<file path="src/rtl/tt_pkg.sv">
// -----------------------------------------------------------------------------
// tt_pkg
// Shared types and constants for the truth-table scanner slice.
//   tt_state_t        : scanner FSM states, 2-bit encoding
//   CODE_W            : width of the stimulus code {a,b,c,d}
//   TABLE_W           : number of truth-table entries (2**CODE_W)
//   SETTLE_W          : width of the settle counter (holds 0..15)
//   EXP_TABLE_DEFAULT : reference truth table the scanner compares against
// -----------------------------------------------------------------------------
package tt_pkg;

    localparam int CODE_W   = 4;
    localparam int TABLE_W  = 16;
    localparam int SETTLE_W = 4;

    localparam logic [TABLE_W-1:0] EXP_TABLE_DEFAULT = 16'hAC3C;

    typedef enum logic [1:0] {
        ST_IDLE   = 2'd0,
        ST_DRIVE  = 2'd1,
        ST_SAMPLE = 2'd2,
        ST_DONE   = 2'd3
    } tt_state_t;

endpackage

</file>
<file path="src/rtl/tt_settle_cnt.sv">
// -----------------------------------------------------------------------------
// tt_settle_cnt
// Loadable down-counter with a zero flag, used to time how long each stimulus
// code is held before the response is sampled.
// Ports:
//   clk      : rising-edge clock
//   rst      : asynchronous active-high reset, clears the count
//   load     : load load_val (has priority over dec)
//   load_val : value to load
//   dec      : decrement by one; saturates at zero
//   zero     : high when the count is zero
// -----------------------------------------------------------------------------
module tt_settle_cnt
    import tt_pkg::*;
(
    input  logic                clk,
    input  logic                rst,
    input  logic                load,
    input  logic [SETTLE_W-1:0] load_val,
    input  logic                dec,
    output logic                zero
);

    logic [SETTLE_W-1:0] count;

    // Load wins over decrement; decrementing at zero holds, so the counter
    // can never wrap and stretch a settle window by accident.
    always_ff @(posedge clk or posedge rst) begin
        if (rst) begin
            count <= '0;
        end else if (load) begin
            count <= load_val;
        end else if (dec && (count != '0)) begin
            count <= count - SETTLE_W'(1);
        end
    end

    assign zero = (count == '0);

endmodule

</file>
<file path="src/rtl/tt_scanner.sv">
// -----------------------------------------------------------------------------
// tt_scanner
// Walks a 4-input combinational function through all 16 input codes, holds
// each code for SETTLE cycles, samples the response and builds its truth
// table. Optionally compares the captured table against EXP_TABLE.
//
// Build option:
//   TT_SCANNER_CHECK_EN : when defined, compare logic drives match/first_err;
//                         when undefined, match and first_err are tied to 0.
//
// Parameters:
//   SETTLE    : cycles each code is held before sampling (legal 1..15)
//   EXP_TABLE : expected truth table, bit i is the expected response to code i
//
// Ports:
//   clk         : rising-edge clock
//   rst         : asynchronous active-high reset
//   start       : one-cycle scan request, only honoured in IDLE
//   s_in        : response of the function under test
//   a, b, c, d  : registered stimulus code, a is the MSB, d the LSB
//   busy        : high whenever the scanner is not IDLE
//   done        : one-cycle pulse in the final scan cycle
//   truth_table : captured table, bit i is s_in sampled for code i
//                 ("table" itself is a reserved word, hence the longer name)
//   match       : captured table equals EXP_TABLE
//   first_err   : lowest code whose captured bit disagrees, 0 on a match
// -----------------------------------------------------------------------------
module tt_scanner
    import tt_pkg::*;
#(
    parameter int                 SETTLE    = 2,
    parameter logic [TABLE_W-1:0] EXP_TABLE = EXP_TABLE_DEFAULT
) (
    input  logic               clk,
    input  logic               rst,
    input  logic               start,
    input  logic               s_in,
    output logic               a,
    output logic               b,
    output logic               c,
    output logic               d,
    output logic               busy,
    output logic               done,
    output logic [TABLE_W-1:0] truth_table,
    output logic               match,
    output logic [CODE_W-1:0]  first_err
);

    // The counter is loaded with SETTLE-1 and the FSM leaves DRIVE in the
    // cycle where it reads zero, which gives exactly SETTLE DRIVE cycles.
    localparam logic [SETTLE_W-1:0] SETTLE_LOAD = SETTLE_W'(SETTLE - 1);
    localparam logic [CODE_W-1:0]   LAST_CODE   = '1;

    tt_state_t           state;
    tt_state_t           next_state;
    logic [CODE_W-1:0]   code;
    logic                cnt_load;
    logic                cnt_dec;
    logic                cnt_zero;

    tt_settle_cnt u_settle_cnt (
        .clk      (clk),
        .rst      (rst),
        .load     (cnt_load),
        .load_val (SETTLE_LOAD),
        .dec      (cnt_dec),
        .zero     (cnt_zero)
    );

    // State register.
    always_ff @(posedge clk or posedge rst) begin
        if (rst) begin
            state <= ST_IDLE;
        end else begin
            state <= next_state;
        end
    end

    // Next-state and counter control. The settle window is re-armed on every
    // edge that enters DRIVE, so each code gets a fresh SETTLE-cycle hold.
    // The counter is already zero whenever the FSM is idle (it only leaves
    // DRIVE at zero, and reset clears it), so a new scan starts from a clean
    // count.
    always_comb begin
        next_state = state;
        cnt_load   = 1'b0;
        cnt_dec    = 1'b0;
        case (state)
            ST_IDLE: begin
                if (start) begin
                    next_state = ST_DRIVE;
                    cnt_load   = 1'b1;
                end
            end
            ST_DRIVE: begin
                if (cnt_zero) begin
                    next_state = ST_SAMPLE;
                end else begin
                    cnt_dec = 1'b1;
                end
            end
            ST_SAMPLE: begin
                if (code == LAST_CODE) begin
                    next_state = ST_DONE;
                end else begin
                    next_state = ST_DRIVE;
                    cnt_load   = 1'b1;
                end
            end
            ST_DONE: begin
                next_state = ST_IDLE;
            end
            default: begin
                next_state = ST_IDLE;
            end
        endcase
    end

    // Code and table registers. An accepted start wipes the previous result;
    // the closing edge of SAMPLE records the response and advances the code.
    // At the last code the code is left at 15 rather than wrapping, so the
    // stimulus pins keep showing the final code after the scan.
    always_ff @(posedge clk or posedge rst) begin
        if (rst) begin
            code        <= '0;
            truth_table <= '0;
        end else if ((state == ST_IDLE) && start) begin
            code        <= '0;
            truth_table <= '0;
        end else if (state == ST_SAMPLE) begin
            truth_table[code] <= s_in;
            if (code != LAST_CODE) begin
                code <= code + CODE_W'(1);
            end
        end
    end

    assign {a, b, c, d} = code;
    assign busy         = (state != ST_IDLE);
    assign done         = (state == ST_DONE);

`ifdef TT_SCANNER_CHECK_EN
    logic [TABLE_W-1:0] diff;

    assign diff  = truth_table ^ EXP_TABLE;
    assign match = (diff == '0);

    // Scan from the top entry down so the last hit is the lowest failing code.
    always_comb begin
        first_err = '0;
        for (int i = TABLE_W - 1; i >= 0; i--) begin
            if (diff[i]) begin
                first_err = CODE_W'(i);
            end
        end
    end
`else
    logic unused_exp_table;

    assign unused_exp_table = ^EXP_TABLE;
    assign match            = 1'b0;
    assign first_err        = '0;
`endif

endmodule

</file>
<file path="config.mk">
export PLATFORM = sky130hd
export DESIGN_NAME = tt_scanner
export DESIGN_NICKNAME = d
export VERILOG_FILES = /design/src/rtl/tt_pkg.sv /design/src/rtl/tt_settle_cnt.sv /design/src/rtl/tt_scanner.sv
export SDC_FILE = /design/constraint.sdc
export NUM_CORES = 1
export LEC_CHECK = 0
export CAP_MARGIN = 20
export CORE_ASPECT_RATIO = 0.7
export CORE_MARGIN = 5
export CORE_UTILIZATION = 40
export CTS_CLUSTER_DIAMETER = 200
export DETAILED_ROUTE_END_ITERATION = 10
export PLACE_DENSITY_LB_ADDON = 0.1
export SLEW_MARGIN = 15
export SYNTH_ARGS = -nofsm -noshare
export SYNTH_HDL_FRONTEND = slang
export SYNTH_SLANG_ARGS = --single-unit
</file>
<file path="constraint.sdc">
create_clock -name clk -period 2.71 [get_ports clk]
set_input_delay 0.271 -clock clk [delete_from_list [all_inputs] [get_ports clk]]
set_output_delay 0.271 -clock clk [all_outputs]
set_load 0.02 [all_outputs]
</file>
==> flow_summary.html <==
<table>
<tr><th>Metric</th><th>Value</th></tr>
<tr><th colspan="2">Outcome</th></tr>
<tr><td>Run status</td><td>finished, final reports clean</td></tr>
<tr><th colspan="2">Timing</th></tr>
<tr><td>Setup Viol. Count Final</td><td>0</td></tr>
<tr><td>Share of the clock period used by the worst path after layout</td><td>70.9%</td></tr>
<tr><td>Final setup skew</td><td>0.00522 ns</td></tr>
<tr><td>Final TNS setup</td><td>0 ns</td></tr>
<tr><td>Highest achievable clock rate</td><td>0.521 GHz</td></tr>
<tr><td>Final Hold Violating Endpoints</td><td>0</td></tr>
<tr><td>Worst slew margin relative to its limit</td><td>62.3%</td></tr>
<tr><td>Measured slew at the worst slew-check pin</td><td>0.563 ns</td></tr>
<tr><td>Min Tclk post-route</td><td>1.92 ns</td></tr>
<tr><td>Pins over their slew limit</td><td>0</td></tr>
<tr><td>Smallest hold slack</td><td>0.354 ns</td></tr>
<tr><td>RSZ-0062 raised after global routing</td><td>no</td></tr>
<tr><th colspan="2">Clock network</th></tr>
<tr><td>Count of H-tree levels built during CTS</td><td>1</td></tr>
<tr><td>Post-CTS sizing</td><td>0</td></tr>
<tr><td>Inserted Clock Buffers</td><td>3</td></tr>
<tr><td>Clock slew seen by the registers of the worst setup and hold paths</td><td>0.09 ns</td></tr>
<tr><td>Post-CTS Setup Inserts</td><td>0</td></tr>
<tr><td>Num Clock Sinks</td><td>26</td></tr>
<tr><td>Post-CTS Hold Buffers</td><td>0</td></tr>
<tr><td>Clock tree from TritonCTS</td><td>built</td></tr>
<tr><td>Clock network latency to the later pin of the worst-skew pair</td><td>0.27 ns</td></tr>
<tr><td>Root cell of the clock tree</td><td>clkbuf_8</td></tr>
<tr><td>Number of buffers on the longest clock path</td><td>2</td></tr>
<tr><th colspan="2">Pwr</th></tr>
<tr><td>Cell-internal power</td><td>766 µW</td></tr>
<tr><td>Portion of total power attributed to combinational logic</td><td>36.8%</td></tr>
<tr><td>PwrDens</td><td>677 nW/µm²</td></tr>
<tr><td>Clock network fraction of design power</td><td>20.8%</td></tr>
<tr><td>Maximum resistive drop on vdd</td><td>0.348 mV</td></tr>
<tr><td>Switching power summed over all nets</td><td>429 µW</td></tr>
<tr><td>Register share of total power</td><td>42.4%</td></tr>
<tr><td>Switching share of power</td><td>35.9%</td></tr>
<tr><td>Leakage power</td><td>0.000736 µW</td></tr>
<tr><th colspan="2">Logic synthesis</th></tr>
<tr><td>Synth top area share</td><td>43.6%</td></tr>
<tr><td>Leading post-synthesis cells by cell area</td><td>dfrtp_1, o21ai_0, a21oi_1</td></tr>
<tr><td>Most area-hungry cell type in the Yosys netlist</td><td>dfrtp_1</td></tr>
<tr><td>Yosys reg bits</td><td>26</td></tr>
<tr><td>Prevailing post-synth register cell</td><td>dfrtp_1</td></tr>
<tr><td>Most numerous cell in the Yosys netlist</td><td>dfrtp_1</td></tr>
<tr><td>Post-Synthesis Cell Area</td><td>1490 µm²</td></tr>
<tr><td>FFs w/ async S/R, synth</td><td>100%</td></tr>
<tr><td>Synthesized area per cell</td><td>9.56 µm²</td></tr>
<tr><td>Commonest cells in the synthesized netlist</td><td>dfrtp_1, o21ai_0, a21oi_1</td></tr>
<tr><td>Yosys warns</td><td>0</td></tr>
<tr><td>Portion of the post-synthesis area used by sequential elements</td><td>43.6%</td></tr>
<tr><td>Number of enable flip-flop cells after synthesis</td><td>0</td></tr>
<tr><td>Number of distinct library cells after synthesis</td><td>35</td></tr>
<tr><td>Count of mapped cells out of synthesis</td><td>156</td></tr>
<tr><th colspan="2">Die</th></tr>
<tr><td>Starting Density</td><td>41.9%</td></tr>
<tr><td>Die area</td><td>5070 µm²</td></tr>
<tr><td>Die Width</td><td>83.0 µm</td></tr>
<tr><td>Die height</td><td>61.1 µm</td></tr>
<tr><td>Io pins</td><td>31</td></tr>
<tr><td>Cell row count</td><td>18</td></tr>
<tr><td>Floorplan Core Area</td><td>3560 µm²</td></tr>
<tr><th colspan="2">Drt</th></tr>
<tr><td>Vias per cell</td><td>5.38</td></tr>
<tr><td>Total routed wirelength</td><td>3.55 mm</td></tr>
<tr><td>First-pass iteration count of the detailed router</td><td>4</td></tr>
<tr><td>Total number of vias</td><td>1,211</td></tr>
<tr><td>Initial DRC count</td><td>85</td></tr>
<tr><td>Remaining antenna violation count after routing</td><td>0</td></tr>
<tr><td>Average wire per standard cell</td><td>15.8 µm</td></tr>
<tr><td>Detailed-route DRC error count</td><td>0</td></tr>
<tr><th colspan="2">Cells and area</th></tr>
<tr><td>Share of layout cells above drive strength 1</td><td>8.00%</td></tr>
<tr><td>Filler cell count</td><td>362</td></tr>
<tr><td>Net count of the finished layout</td><td>186</td></tr>
<tr><td>Signed area change from the synthesized netlist to the final layout</td><td>18.4%</td></tr>
<tr><td>Area taken by multi-input logic gates</td><td>709 µm²</td></tr>
<tr><td>Sequential cell area in the final layout</td><td>651 µm²</td></tr>
<tr><td>Antenna diode count</td><td>0</td></tr>
<tr><td>Post-route cell area</td><td>1770 µm²</td></tr>
<tr><td>Fraction of the core area covered by cells at the end of the flow</td><td>49.6%</td></tr>
<tr><th colspan="2">GRT</th></tr>
<tr><td>Number of antenna violations at the first check in global routing</td><td>0</td></tr>
<tr><td>Global-route wire length before repair</td><td>5.97 mm</td></tr>
<tr><td>Via count of the first global-routing pass</td><td>1,138</td></tr>
<tr><td>Pin count of the biggest net entering global routing</td><td>27</td></tr>
<tr><td>Total routing usage reported by global routing</td><td>15.1%</td></tr>
<tr><td>Total global routing overflow</td><td>0</td></tr>
<tr><th colspan="2">Critical path</th></tr>
<tr><td>Critical Path Source</td><td>state[1]$_DFFE_PP0P_</td></tr>
<tr><td>Worst setup slack for register-to-register paths</td><td>1.13 ns</td></tr>
<tr><td>Slowest stage cell, crit path</td><td>clkdlybuf4s50_1</td></tr>
<tr><td>CP peak stage delay</td><td>0.60 ns</td></tr>
<tr><td>Kind of launch point of the worst setup path</td><td>flop</td></tr>
<tr><td>Arrival time of the worst setup path</td><td>1.65 ns</td></tr>
<tr><td>Required time at the worst-slack endpoint</td><td>2.44 ns</td></tr>
<tr><td>Crit-path cells</td><td>or2_4 &gt; clkdlybuf4s50_1</td></tr>
<tr><td>Worst-path fanout max</td><td>12</td></tr>
<tr><td>Crit Path Class</td><td>reg2out</td></tr>
<tr><td>CP Capture Type</td><td>output pin</td></tr>
<tr><td>FF-to-FF Start</td><td>code[1]$_DFFE_PP0P_</td></tr>
<tr><th colspan="2">Placement</th></tr>
<tr><td>HPWL after detailed placement</td><td>2.59 mm</td></tr>
<tr><td>Port-buffer cells</td><td>25</td></tr>
<tr><td>Placement-stage cell area</td><td>1710 µm²</td></tr>
<tr><td>Placer's final routability congestion estimate</td><td>0.786</td></tr>
<tr><th colspan="2">Job</th></tr>
<tr><td>Max-Cap Viols</td><td>0</td></tr>
<tr><th colspan="2">Min path</th></tr>
<tr><td>Worst Hold Class</td><td>in2async</td></tr>
</table>
flip-flops by register name, summed over array words and instances (netlist names):
register	flops
truth_table	16
u_settle_cnt.count	4
state	2
code	4
worst paths after layout:
check / endpoint / cells after the start
setup / recovery: busy / 2
max in group asynchronous: truth_table[2]$_DFFE_PP0P_ / 3
setup reg to reg: code[0]$_DFFE_PP0P_ / 4
min in group clk: u_settle_cnt.count[3]$_DFFE_PP0P_ / 1
hold / removal: truth_table[11]$_DFFE_PP0P_ / 3
hold reg to reg: u_settle_cnt.count[3]$_DFFE_PP0P_ / 1
layout make-up:
cell class | count | area share, %
Multi-Input combinational cell | 112 | 40.2
Clock buffer | 4 | 3.12
Tap cell | 50 | 3.54
Timing Repair Buffer | 27 | 15.0
Inverter | 6 | 1.28
Sequential cell | 26 | 36.9
metal layers:
metal	track usage, %	share of wire (%)	vias to the layer above
li1	-	-	583
met1	21.3	50	595
met5	0	0	-
met2	23.1	43	31
met4	3.03	0.48	0
met3	5.21	6.5	2
power groups by stage:
stage          combinational, µW  clock (µW)  sequential, µW
2_1_floorplan                392           0             496
3_3_place_gp                 428           0             509
3_5_place_dp                 440           0             513
4_1_cts                      440         258             506
5_1_grt                      487         273             519
6_report                     439         249             507
through the flow:
stage,setup slack [ns],cells,total power (µW)
2_1_floorplan,1.21,160,888
3_3_place_gp,1.09,221,937
3_5_place_dp,1.09,221,952
4_1_cts,0.774,225,1200
5_1_grt,0.672,225,1280
6_report,0.790,225,1190
cells by family after synthesis:
family | Yosys count | synth area share [%]
DFF | 26 | 43.6
buffers and inverters | 22 | 9.81
other | 1 | 0.251
AOI/OAI and AO/OA | 46 | 16.8
muxes | 3 | 2.01
and+or+nand+nor | 52 | 22.5
adders and majority gates | 6 | 5.03
placed cells by master (no fill, tap or decap), types with 2 or more instances in the layout:
master and count:
nand2b_1 3, nand4_1 15, ha_1 6, dfrtp_1 26, buf_4 2, nand3b_1 5, o21ai_0 22, nand3_1 4
nor2b_1 3, nor3_1 2, nand2_1 4, a21oi_1 21, conb_1 5, clkdlybuf4s50_1 25, inv_1 6, mux2i_1 3
clkbuf_8 4, and2_1 2, nor2_1 3
critical path, delay by kind of cell (launching register included):
family,cells,cell delay (ns)
flops,1,0.56
buf+inv,1,0.60
simple gates,1,0.22
No activity file was read; power rests on OpenSTA's default activity.
